$ cat config.mk
export PLATFORM = sky130hd
export DESIGN_NAME = mul_acc_ci
export DESIGN_NICKNAME = d
export VERILOG_FILES = /design/src/rtl/mul_acc_ci.sv
export SDC_FILE = /design/constraint.sdc
export NUM_CORES = 1
export LEC_CHECK = 0
export BUFFER_PORTS_ARGS = -buffer_cell sky130_fd_sc_hd__buf_2
export CAP_MARGIN = 20
export CORE_MARGIN = 5
export CORE_UTILIZATION = 55
export CTS_BUF_LIST = sky130_fd_sc_hd__clkbuf_4
export DETAILED_ROUTE_END_ITERATION = 10
export PLACE_DENSITY = 0.75
export SETUP_SLACK_MARGIN = 0.5
export SKIP_CTS_REPAIR_TIMING = 1
export SLEW_MARGIN = 5
export SYNTH_ARGS = -nofsm -noshare
export SYNTH_HDL_FRONTEND = slang
export SYNTH_SLANG_ARGS = --single-unit
$ cat constraint.sdc
create_clock -name clk -period 4.04 [get_ports clk]
set_clock_uncertainty 0.1 [all_clocks]
set_input_delay 0.808 -clock clk [delete_from_list [all_inputs] [get_ports clk]]
set_output_delay 0.808 -clock clk [all_outputs]
set_load 0.01 [all_outputs]
$ cat src/rtl/mul_acc_ci.sv
// mul_acc_ci: command-driven multiply-accumulate unit.
//
// A 32x32 unsigned multiply is done shift-and-add, one multiplier bit per
// enabled clock. The low 32 bits of the product are then added into a 32-bit
// accumulator whose carry-out sets a sticky overflow flag. Other commands
// clear, read or load the accumulator in a single cycle.
//
// Ports:
//   clk        single clock, all state on rising edge
//   reset_n    asynchronous active-low reset
//   clk_en_i   global stall; when low every register holds
//   start_i    command strobe, sampled only in idle with clk_en_i high
//   n_i        opcode: 0 clear, 1 mac, 2 read, 3 load
//   dataa_i    operand A (unsigned) / load value
//   datab_i    operand B (unsigned)
//   result_o   command result, valid while done_o is high, held until next done
//   done_o     one enabled-cycle completion pulse per accepted command
//   busy_o     high while a mac is in progress
//   ovf_o      sticky accumulate carry-out flag
module mul_acc_ci (
    input  logic        clk,
    input  logic        reset_n,
    input  logic        clk_en_i,
    input  logic        start_i,
    input  logic [1:0]  n_i,
    input  logic [31:0] dataa_i,
    input  logic [31:0] datab_i,
    output logic [31:0] result_o,
    output logic        done_o,
    output logic        busy_o,
    output logic        ovf_o
);

    typedef enum logic [1:0] {
        StIdle = 2'd0,
        StMul  = 2'd1,
        StAcc  = 2'd2
    } state_e;

    localparam logic [1:0] OpClear = 2'd0;
    localparam logic [1:0] OpMac   = 2'd1;
    localparam logic [1:0] OpRead  = 2'd2;
    localparam logic [1:0] OpLoad  = 2'd3;

    state_e      state_q;
    logic [31:0] acc_q;
    logic [31:0] prod_q;
    logic [31:0] mcand_q;
    logic [31:0] mplier_q;
    logic [4:0]  count_q;
    logic [31:0] result_q;
    logic        done_q;
    logic        busy_q;
    logic        ovf_q;

    // 33-bit accumulate so the carry-out is visible for the overflow flag.
    logic [32:0] acc_sum;
    assign acc_sum = {1'b0, acc_q} + {1'b0, prod_q};

    always_ff @(posedge clk or negedge reset_n) begin
        if (!reset_n) begin
            state_q  <= StIdle;
            acc_q    <= '0;
            prod_q   <= '0;
            mcand_q  <= '0;
            mplier_q <= '0;
            count_q  <= '0;
            result_q <= '0;
            done_q   <= 1'b0;
            busy_q   <= 1'b0;
            ovf_q    <= 1'b0;
        end else if (clk_en_i) begin
            // done is a single enabled-cycle pulse unless set below.
            done_q <= 1'b0;
            case (state_q)
                StIdle: begin
                    if (start_i) begin
                        case (n_i)
                            OpClear: begin
                                acc_q    <= '0;
                                ovf_q    <= 1'b0;
                                result_q <= '0;
                                done_q   <= 1'b1;
                            end
                            OpMac: begin
                                mcand_q  <= dataa_i;
                                mplier_q <= datab_i;
                                prod_q   <= '0;
                                count_q  <= '0;
                                busy_q   <= 1'b1;
                                state_q  <= StMul;
                            end
                            OpRead: begin
                                result_q <= acc_q;
                                done_q   <= 1'b1;
                            end
                            OpLoad: begin
                                acc_q    <= dataa_i;
                                ovf_q    <= 1'b0;
                                result_q <= dataa_i;
                                done_q   <= 1'b1;
                            end
                            default: ;
                        endcase
                    end
                end
                StMul: begin
                    // Product bits above 31 are dropped by the 32-bit add.
                    if (mplier_q[0]) begin
                        prod_q <= prod_q + mcand_q;
                    end
                    mcand_q  <= mcand_q << 1;
                    mplier_q <= mplier_q >> 1;
                    count_q  <= count_q + 5'd1;
                    // Always 32 iterations; no early exit on a zero multiplier.
                    if (count_q == 5'd31) begin
                        state_q <= StAcc;
                    end
                end
                StAcc: begin
                    acc_q    <= acc_sum[31:0];
                    ovf_q    <= ovf_q | acc_sum[32];
                    result_q <= acc_sum[31:0];
                    done_q   <= 1'b1;
                    busy_q   <= 1'b0;
                    state_q  <= StIdle;
                end
                default: begin
                    busy_q  <= 1'b0;
                    state_q <= StIdle;
                end
            endcase
        end
    end

    assign result_o = result_q;
    assign done_o   = done_q;
    assign busy_o   = busy_q;
    assign ovf_o    = ovf_q;

endmodule

---- Word-level counts from Yosys, hierarchy flattened ----
Index checks and enable logic that the tools add are counted.
operators by class
  add/subtract/negate cells ............... 3
  bitwise gates (word level) .............. 2
  equal/unequal tests ..................... 13
  reduce and logical (&&, ||, !) cells .... 13
  multiplexer cells ....................... 32
operators by type and width
  kind                 count
  $pmux 32 s2          6
  $mux 32              9
  $pmux 32 s3          1
  $add 32x32->33       1
  $add 32x32->32       1
  $reduce_and 4->1     6
  $mux 5               2
  $pmux 5 s2           1
  $ne 2x2->1 const B   4
  $eq 2x2->1 const B   3
  $mux 1               6
  $mux 2               3
  $pmux 1 s2           3
  $add 5x1->5 const B  1
  $eq 5x5->1 const B   1
  $reduce_and 5->1     1
  $eq 2x1->1 const B   2
  $logic_not 2->1      2
  $ne 4x1->1 const B   1
  $pmux 2 s2           1
  $reduce_bool 2->1    2
  $ne 3x1->1 const B   1
  $reduce_or 3->1      1
  $ne 2x1->1 const B   1
  other kinds (3)      3
storage, ports and cells
  logic and storage cells ................. 73
  output and inout port bits .............. 35
  input port bits ......................... 70
  register bits ........................... 170

---- Longest topological paths before layout ----
  depth in word-level cells ............... 5
  gate-level depth with buffers ........... 11
  depth with buffers taken out ............ 11

---- Worst setup path before layout ----
OpenSTA, ideal clock, no wires.
  path kind ............................... register -> register
  start point ............................. register acc_q[0]
  end point ............................... register result_q[26], in the netlist result_o[26]
  data required time ...................... 3.799 ns
  data arrival time ....................... 2.681 ns
  cell stages (with the launch flop) ...... 11
  buffers on the path ..................... 0
  period minus slack after synthesis ...... 2.922 ns
  setup time .............................. 0.141 ns
  slack ................................... 1.118 ns
  path through ............................ dfrtp_1 -> ha_1 -> fa_1 -> a21o_1 -> a221oi_4 -> a211oi_4 -> o31ai_4 -> nor2_1 -> o31a_1 -> a311oi_1 -> a31oi_1
between the ends
  longest elaborated chain between the ends .. 2
ends and longest elaborated chain
  what                    line  source
  start, declared         46    logic [31:0] acc_q;
  start signal, assigned  98    acc_q <= dataa_i;
  start signal, assigned  121   acc_q <= acc_sum[31:0];
  $add 32x32->33          58    assign acc_sum = {1'b0, acc_q} + {1'b0, prod_q};
  $pmux 32 s2             75    case (state_q)
  end signal, assigned    94    result_q <= acc_q;
  end signal, assigned    100   result_q <= dataa_i;
  end signal, assigned    123   result_q <= acc_sum[31:0];
  end, declared           51    logic [31:0] result_q;
Every way passes these cells.
A chain may end at the register's enable or synchronous reset.

---- Worst setup path in the final report ----
  start point ............................. register acc_q[0]
  end point ............................... register result_q[28], in the netlist result_o[28]
The elaborated chain is that of the path after synthesis.

==> metrics.csv <==
metric,value,unit
synthXorXnorAreaFrac,0.0393,
postRouteAntennaNets,0,
path_max_fanout,5,
cp_num_buf_inv,0,
wl_per_cell,17.8,um
tritoncts,done,
pin_count,105,
leakage,0.00577,uW
p_clk_frac,0.119,
ys_ff_latch,170,
clkTransAtPathRegs,0.15,ns
drt_pass1_iterations,5,
critPathSlowestCell,a221oi_4,
p_seq_frac,0.370,
worst_slew_pin_slew,0.811,ns
initial_core_util,0.554,
rsz0062_at_grt,false,
gp_routability_congestion,0.973,
drc,0,
viasPerCell,5.96,
reg2reg_from,acc_q[0],
synthCells,1218,
synth_edf_count,0,
crit_path_end_kind,flip-flop,
track_usage,0.253,
synth_fp_nets,1360,
cp_top_family,compound AO/OA/AOI/OAI gates,
numCtsBuffers,17,
fillCellCount,1723,
placementRows,51,
setup_tns,0,ns
die-area,22400,sq um
synth_top_area_frac,0.397,
synth_area_leaders,"dfrtp_1, ha_1, nand2_1",
pwr-share-comb,0.511,
synth-simple-area-share,0.166,
drv_cap,0,
design_area,11800,sq um
p_switching,3690,uW
r2r-end,result_o[28],
hp-class,input port to asynchronous set/reset pin,
yosysMostFrequentCell,nand2_1,
drt_iter0_markers,646,
cts_sinks,170,
cts_max_path_buffers,2,
die-width,150,um
cp_data_arrival_time,3.65,ns
finalWirelength,27800,um
grt_first_pass_wirelength,45400,um
fin_crit_sh,0.816,
grt_max_degree,78,
clk_latency,0.60,ns
synth_top_cell_by_area,dfrtp_1,
p_per_area,697,nW/um^2
area.growth.synth_to_final,9.71,%
postSynthAreaPerCell,8.79,sq um
status,"finished, final reports clean",
r2r_cells,10,
swShare,0.450,
whs,0.0654,ns
crit_top_cell,a31oi_1,
muxShareOfSynthArea,0.0607,
max_stage_delay,0.46,ns
synth_top_family_by_area,compound AO/OA/AOI/OAI gates,
critical_path_class,flip-flop to flip-flop,
vias,9323,
ys_warn_count,0,
hold_viol,0,
fp.coreArea,19300,sq um
maxSlewViolCount,0,
slew_headroom,0.458,
path_cells,"ha_1, fa_1, a21o_1, a221oi_4, a211oi_4, o31ai_1, a21boi_1, or3_1, a31oi_1, a31oi_1",
postPlaceCellArea,11500,sq um
port_buffers,104,
setup_violations,0,
ys_types,70,
synth-seq-area-share,0.397,
vdd_drop_max,0.325,mV
netlist_area,10700,sq um
grt_overflow,0,
fp.dieH,150,um
drive_gt1_frac,0.133,
dp_slack,0.773,ns
setup_slack,0.745,ns
synthAdderAreaFrac,0.0855,
synthTopCellsByCount,"nand2_1, dfrtp_1, o21ai_0",
r2r_slack,0.74,ns
synth-compound-area-share,0.220,
fin_nets,1427,
internal_power,4500,uW
ys_async_sr_fraction,1.00,
clockRootBuffer,clkbuf_4,
crit_start,acc_q[0],
dp_hpwl,20500,um
period_minus_slack,3.30,ns
crit_required,4.39,ns
htree_num_levels,4,
grt_antenna_before_repair,2,
grt_pass1_vias,8815,
startpoint_type,flip-flop,
synth_ff_type,dfrtp_1,
fmax,303,MHz
-- placed cells by master, fill, tap and decap left out, types with 4 or more instances in the layout --
master	Yosys	routed
o31ai_1	4	4
mux2i_1	65	65
ha_1	70	70
o211ai_1	14	14
inv_1	15	15
nand4_1	7	7
nand2_1	201	199
nor4b_1	4	4
a21oi_1	73	73
o21ai_0	137	137
dfrtp_1	170	170
nor2b_1	7	7
nand3_1	35	35
clkbuf_4	0	17
a41oi_1	4	4
xnor2_1	26	26
nor4_1	4	4
inv_6	0	7
nor3_1	8	8
o21ai_1	7	5
a221o_1	5	5
nor3b_1	8	8
a221oi_1	4	4
a32o_1	4	4
a31oi_1	49	49
a21o_1	28	28
a211oi_1	11	11
buf_4	0	14
or3_1	6	6
nor2_1	77	75
o21a_1	6	6
buf_2	6	103
nand2b_1	5	5
and2_1	7	7
and3_1	16	16
xor2_1	22	22
-- layer usage --
layer | GRT usage | wire length [um] | vias up | share of wire
li1 | - | - | 4545 | -
met1 | 0.363 | 12900 | 4437 | 0.46
met2 | 0.392 | 12500 | 296 | 0.45
met3 | 0.0485 | 1890 | 43 | 0.068
met4 | 0.0769 | 543 | 2 | 0.020
met5 | 0 | 7 | - | 0.00025
-- kinds of logic (layout without fill, tap and decap cells) --
group | count (synthesis) | after routing
compound gates | 378 | 378
xor+xnor | 48 | 48
fa+ha+maj | 72 | 72
buf+inv | 89 | 169
flops | 170 | 170
mux | 65 | 65
other cells | 0 | 1
simple gates | 396 | 396
-- flip-flops by register name (all words and copies together), names as in the netlist --
name / cells
ovf_o: 1
mplier_q: 32
result_o: 32
state_q: 2
mcand_q: 32
done_o: 1
count_q: 5
busy_o: 1
acc_q: 32
prod_q: 32
-- how the worst max path moves through the flow --
stage	end	slack, ns	cells after the start
after floorplan	result_o[26]	1.12	10
after global placement	result_o[28]	0.84	10
final	result_o[28]	0.74	10
after global routing	result_o[28]	0.56	10
after CTS	result_o[20]	0.76	10
after detailed placement	result_o[20]	0.77	10
-- power groups by stage --
| stage | Clock (uW) | Sequential (uW) | Combinational, uW |
|---|---|---|---|
| 2_1_floorplan | 0 | 2920 | 3160 |
| 3_3_place_gp | 0 | 3030 | 4040 |
| 3_5_place_dp | 0 | 3050 | 4160 |
| 4_1_cts | 1000 | 3020 | 4170 |
| 5_1_grt | 1070 | 3120 | 4700 |
| 6_report | 975 | 3030 | 4190 |
-- area by class of cell --
cell class	instances	area (sq um)	share of cell area
multi-input cells	959	6140	0.523
flip-flops and latches	170	4250	0.362
repair buffers	121	692	0.0589
well taps	265	332	0.0282
clock inverters	15	138	0.0117
clock buffers	17	128	0.0109
inverters	16	60.1	0.00511
diodes	1	2.50	0.000213
-- metrics by stage --
stage                     std cells  power (uW)  utilization
after global routing           1564        8890        0.608
after detailed placement       1531        7210        0.594
after CTS                      1563        8190        0.608
final                          1564        8190        0.608
after floorplan                1218        6070            -
after global placement         1531        7070        0.594
Power figures use the tool's default switching activity.
